`src/rtl/mlp_infer_sched.sv`:
```
// Inference scheduler for the MLP classifier core: buffers one pending input vector,
// launches the core, watches hidden/output completion with a watchdog, and returns tagged results.
module mlp_infer_sched #(
  parameter int IN_DIM      = 64,
  parameter int DATA_W      = 8,
  parameter int TIMEOUT_CYC = 1024,
  parameter int TAG_W       = 8
) (
  input  logic                     clk,
  input  logic                     rst_n,
  input  logic                     in_valid,
  output logic                     in_ready,
  input  logic [DATA_W*IN_DIM-1:0] in_data,
  output logic [DATA_W*IN_DIM-1:0] core_bus,
  output logic                     core_start,
  input  logic                     core_hidden_done,
  input  logic                     core_finished,
  input  logic [3:0]               core_class_idx,
  output logic                     res_valid,
  input  logic                     res_ready,
  output logic [3:0]               res_class,
  output logic [TAG_W-1:0]         res_tag,
  output logic                     res_err,
  output logic                     busy
);

  localparam int VEC_W = DATA_W * IN_DIM;
  localparam int WD_W  = $clog2(TIMEOUT_CYC + 1);
  localparam logic [WD_W-1:0] WD_LAST = WD_W'(TIMEOUT_CYC - 1);

  typedef enum logic [1:0] {IDLE, START, WAIT_HID, WAIT_OUT} state_t;

  state_t             state_q, state_d;
  logic [VEC_W-1:0]   pend_q, pend_d;
  logic               pend_valid_q, pend_valid_d;
  logic [VEC_W-1:0]   active_q, active_d;
  logic [TAG_W-1:0]   tag_cnt_q, tag_cnt_d;
  logic [TAG_W-1:0]   cur_tag_q, cur_tag_d;
  logic [WD_W-1:0]    wdog_q, wdog_d;
  logic               res_valid_q, res_valid_d;
  logic [3:0]         res_class_q, res_class_d;
  logic [TAG_W-1:0]   res_tag_q, res_tag_d;
  logic               res_err_q, res_err_d;

  always_comb begin
    state_d      = state_q;
    pend_d       = pend_q;
    pend_valid_d = pend_valid_q;
    active_d     = active_q;
    tag_cnt_d    = tag_cnt_q;
    cur_tag_d    = cur_tag_q;
    wdog_d       = wdog_q;
    res_valid_d  = res_valid_q;
    res_class_d  = res_class_q;
    res_tag_d    = res_tag_q;
    res_err_d    = res_err_q;

    if (in_valid && !pend_valid_q) begin
      pend_d       = in_data;
      pend_valid_d = 1'b1;
    end
    if (res_valid_q && res_ready) begin
      res_valid_d = 1'b0;
    end

    case (state_q)
      IDLE: begin
        // A held result blocks the launch so results never overwrite each other.
        if (pend_valid_q && !res_valid_q) begin
          active_d     = pend_q;
          pend_valid_d = 1'b0;
          cur_tag_d    = tag_cnt_q;
          tag_cnt_d    = tag_cnt_q + 1'b1;
          state_d      = START;
        end
      end
      START: begin
        wdog_d  = '0;
        state_d = WAIT_HID;
      end
      WAIT_HID: begin
        wdog_d = wdog_q + 1'b1;
        if (core_hidden_done) begin
          state_d = WAIT_OUT;
        end else if (wdog_q >= WD_LAST) begin
          res_valid_d = 1'b1;
          res_class_d = 4'hF;
          res_err_d   = 1'b1;
          res_tag_d   = cur_tag_q;
          state_d     = IDLE;
        end
      end
      WAIT_OUT: begin
        wdog_d = wdog_q + 1'b1;
        // A finish landing on the timeout cycle still counts as a good result.
        if (core_finished) begin
          res_valid_d = 1'b1;
          res_class_d = core_class_idx;
          res_err_d   = 1'b0;
          res_tag_d   = cur_tag_q;
          state_d     = IDLE;
        end else if (wdog_q >= WD_LAST) begin
          res_valid_d = 1'b1;
          res_class_d = 4'hF;
          res_err_d   = 1'b1;
          res_tag_d   = cur_tag_q;
          state_d     = IDLE;
        end
      end
      default: state_d = IDLE;
    endcase
  end

  always_ff @(posedge clk or negedge rst_n) begin
    if (!rst_n) begin
      state_q      <= IDLE;
      pend_q       <= '0;
      pend_valid_q <= 1'b0;
      active_q     <= '0;
      tag_cnt_q    <= '0;
      cur_tag_q    <= '0;
      wdog_q       <= '0;
      res_valid_q  <= 1'b0;
      res_class_q  <= '0;
      res_tag_q    <= '0;
      res_err_q    <= 1'b0;
    end else begin
      state_q      <= state_d;
      pend_q       <= pend_d;
      pend_valid_q <= pend_valid_d;
      active_q     <= active_d;
      tag_cnt_q    <= tag_cnt_d;
      cur_tag_q    <= cur_tag_d;
      wdog_q       <= wdog_d;
      res_valid_q  <= res_valid_d;
      res_class_q  <= res_class_d;
      res_tag_q    <= res_tag_d;
      res_err_q    <= res_err_d;
    end
  end

  assign in_ready   = !pend_valid_q;
  assign core_bus   = active_q;
  assign core_start = (state_q == START);
  assign busy       = (state_q != IDLE);
  assign res_valid  = res_valid_q;
  assign res_class  = res_class_q;
  assign res_tag    = res_tag_q;
  assign res_err    = res_err_q;

endmodule
```
`config.mk`:
```
export PLATFORM = sky130hd
export DESIGN_NAME = mlp_infer_sched
export DESIGN_NICKNAME = d
export VERILOG_FILES = /design/src/rtl/mlp_infer_sched.sv
export SDC_FILE = /design/constraint.sdc
export NUM_CORES = 2
export LEC_CHECK = 0
export CORE_AREA = 3 3 409 411
export DETAILED_ROUTE_END_ITERATION = 8
export DIE_AREA = 0 0 412 414
export PLACE_DENSITY = 0.46
export SYNTH_ARGS = -nofsm -noshare
export SYNTH_HDL_FRONTEND = slang
export SYNTH_SLANG_ARGS = --single-unit
```
`constraint.sdc`:
```
create_clock -name clk -period 3.1 [get_ports clk]
set_input_delay 0.31 -clock clk [delete_from_list [all_inputs] [get_ports clk]]
set_output_delay 0.31 -clock clk [all_outputs]
set_load 0.02 [all_outputs]
```
==> results.cfg <==
[status]
status = completed

[yosys]
synth_seq_area_share_pct = 66.4
synth_area_leader_cell = sky130_fd_sc_hd__dfrtp_1
post-synth-top-count-cell = sky130_fd_sc_hd__nand2_1
mappedNetlistNets = 3938
synth_cells = 3414
netlist-cell-type-count = 33
ys_dominant_reg_cell = sky130_fd_sc_hd__dfrtp_1
synth_top_cell_area_share_pct = 66.4
async_flop_share_pct = 100
count_of_flip_flops_with_a_built_in_enable_after_synthesis = 0
synth_common_cells = sky130_fd_sc_hd__nand2_1, sky130_fd_sc_hd__dfrtp_1, sky130_fd_sc_hd__mux2_2, sky130_fd_sc_hd__buf_2, sky130_fd_sc_hd__buf_6
yosys_warnings = 0
synth.cell_area_sq_um = 40300
ys_top_cells_by_area = sky130_fd_sc_hd__dfrtp_1, sky130_fd_sc_hd__nand2_1, sky130_fd_sc_hd__mux2_2
synth_area_per_cell_sq_um = 11.8
synth_seq_cells = 1068

[hold_path]
hp_start = core_class_idx[3]
hold_class = in -> reg

[clock_tree]
clk_slew_on_worst_s_h_paths_ns = 0.06
cts-htree-levels = 3
worst_skew_pair.late_latency_ns = 0.76
total_clock_buffers_created_by_cts = 121
tritoncts = built
clock_tree_root_driver_cell = sky130_fd_sc_hd__clkbuf_16
cts_max_path_buffers = 3
cts_post_setup_buffers_inserted = 0
tritoncts_num_sinks = 1068

[detailed_routing]
route.final.wire_length_um = 138000
avgRoutedWirePerCell_um = 20.2
antenna_violating_nets_left = 0
drt_pass1_iterations = 5
detailroute.via_count = 28009
drt_drc_violations_left = 0
drt-vias-per-instance = 4.11
starting_drt_drc_count = 1692

[timing]
min_period_ns = 2.76
totalNegativeSetupSlack_ns = 0
timing.final.hold_violations = 0
finClkSkew_ns = 0.0275
max_freq_mhz = 363
unrepaired_setup_endpoints_after_global_routing = false
final_setup_vio_count = 0
final-max-slew-violation-count = 0
worst_pin_slew_ns = 1.12
period_share_pct = 89.0
slew-limit-headroom_pct = 25.1

[critical_path]
endpoint_kind = output pin
cp_top_family = buffers and inverters
worst_path_max_delay_cell = sky130_fd_sc_hd__clkdlybuf4s50_1
cp.required_ns = 2.79
start_kind = flip-flop
crit_path_cell_trace = nor2_1, inv_1, clkdlybuf4s50_1
slowest_delay_ns = 0.61
cp_num_buf_inv = 2
timing.critical_path.from = state_q[1]
regToRegStartpoint = state_q[1]
arrival_ns = 2.45
critical_path_peak_fanout = 14
critPathKind = reg -> out

[die]
die_h_um = 414
initial_utilization_pct = 24.5
die_width_um = 412
io_pins = 1051
design.die.area_sq_um = 171000
floorplan.rows = 149
fp.coreArea_sq_um = 164000

[place]
buffer_ports.inserted = 1050
place.gp.congestion = 0.813
place.detailed.hpwl_um = 100000
placement_cell_area_sq_um = 53300

[grt]
grt_antenna_before_repair = 41
grt_overflow_total = 0
first_global_vias = 28784
grt_first_pass_wirelength_um = 201000
maximum_number_of_pins_on_one_net_before_global_route_repair = 161
grt_usage_pct = 15.8

[final_layout]
finalInstanceArea_sq_um = 57300
final-seq-area_sq_um = 26700
nFillCells = 16618
layout.core_utilization_pct = 34.9
nets = 5020
area_used_by_multi_input_combinational_logic_sq_um = 12300
share_of_post_route_cells_with_drive_strength_above_1_pct = 17.2
syn2layout_area_growth_pct = 42.4

[power_and_ir_drop]
leakage_component_of_the_power_nw = 26.3
cellPowerDensity_nw_per_um2 = 1070
vdd_ir_drop_max_mv = 0.499
fin_total_pwr_mw = 61.4

[flow_run]
timing.max_cap.violations = 0
[state kept, by name (all words and copies together), names as in the netlist]
register,count
wdog_q,11
state_q,2
res_err,1
core_bus,512
tag_cnt_q,8
res_valid,1
cur_tag_q,8
res_tag,8
pend_q,512
pend_valid_q,1
res_class,4
[cell usage in the layout (no fill, tap or decap), drive strengths merged, types with 2 or more instances in the layout]
master,count
nand2,1584
dfrtp,1068
clkdlybuf4s50,1048
mux2,521
clkbuf,182
buf,85
diode,30
clkinv,24
nand3,11
inv,8
xnor2,6
nor2,5
mux2i,5
and3,4
bufinv,4
nand4,3
xor2,3
a22o,3
nand2b,2
and4,2
a21o,2
nor3,2
ha,2
clkinvlp,2
o21ai,2
[power breakdown]
group	leakage [nW]	switching, mW	internal, mW
clock network	1.95	5.92	8.30
registers	13.1	3.70	20.6
logic	11.2	12.2	10.7
[stage by stage]
stage                     hold WS [ns]  std cells  setup slack (ns)
final                            0.133       6808             0.342
after global routing            0.0737       6800            0.0696
after CTS                       0.0327       6778            0.0505
after detailed placement         0.390       6561             0.785
after global placement           0.390       6561             0.773
after floorplan                 0.0144       3414              1.39
[metal layers]
| metal | share of wire [%] | GRT usage, % | routed length, um | vias to the layer above |
|---|---|---|---|---|
| li1 | - | - | - | 13091 |
| met1 | 39 | 18.3 | 54000 | 13932 |
| met2 | 48 | 25.7 | 66300 | 765 |
| met3 | 9.3 | 6.91 | 12900 | 201 |
| met4 | 3.1 | 6.26 | 4270 | 20 |
| met5 | 0.094 | 0 | 129 | - |
[cell families (layout without fill, tap and decap cells)]
group                      Yosys count  count (layout)  synth area share [%]
other                                0              30                     0
xor gates and xnor gates             9               9                 0.196
DFF                               1068            1068                  66.4
adders and majority gates            2               2                0.0621
AOI/OAI and AO/OA                   11              11                 0.230
buffers and inverters              180            1355                  3.17
and+or+nand+nor                   1618            1618                  15.3
muxes                              526             526                  14.7
[path summary, 6_finish.rpt]
path | endpoint | slack (ns) | cells past startpoint
max | busy | 0.34 | 3
min | res_class[3] | 0.13 | 3
max reg2reg | core_bus[373] | 0.78 | 4
min reg2reg | core_bus[404] | 0.45 | 2
max in group asynchronous | pend_q[217] | 1.92 | 4
min in group asynchronous | core_bus[484] | 0.18 | 2
[timing repair]
item | CTS | global route
gates resized for setup | 0 | 1
hold buffers | 1 | 0
endpoints found under the hold margin | 24 | 0
setup endpoints to repair | 0 | 1
[layout make-up]
cell class / count / area share, %
antenna: 30 / 0.131
tap: 2189 / 4.78
clock buffer: 182 / 6.28
clock inverter: 34 / 0.583
sequential: 1068 / 46.6
inverter: 4 / 0.0262
multi-input combinational: 2166 / 21.4
timing repair buffer: 1135 / 20.2
[worst register-to-register path, stage by stage (launching register included)]
cell                      delay (ns)
sky130_fd_sc_hd__dfrtp_1        0.54
sky130_fd_sc_hd__or4_4          0.70
sky130_fd_sc_hd__buf_12         0.24
sky130_fd_sc_hd__nand2_1        0.66
sky130_fd_sc_hd__nand2_1        0.07
Power figures use the tool's default switching activity.
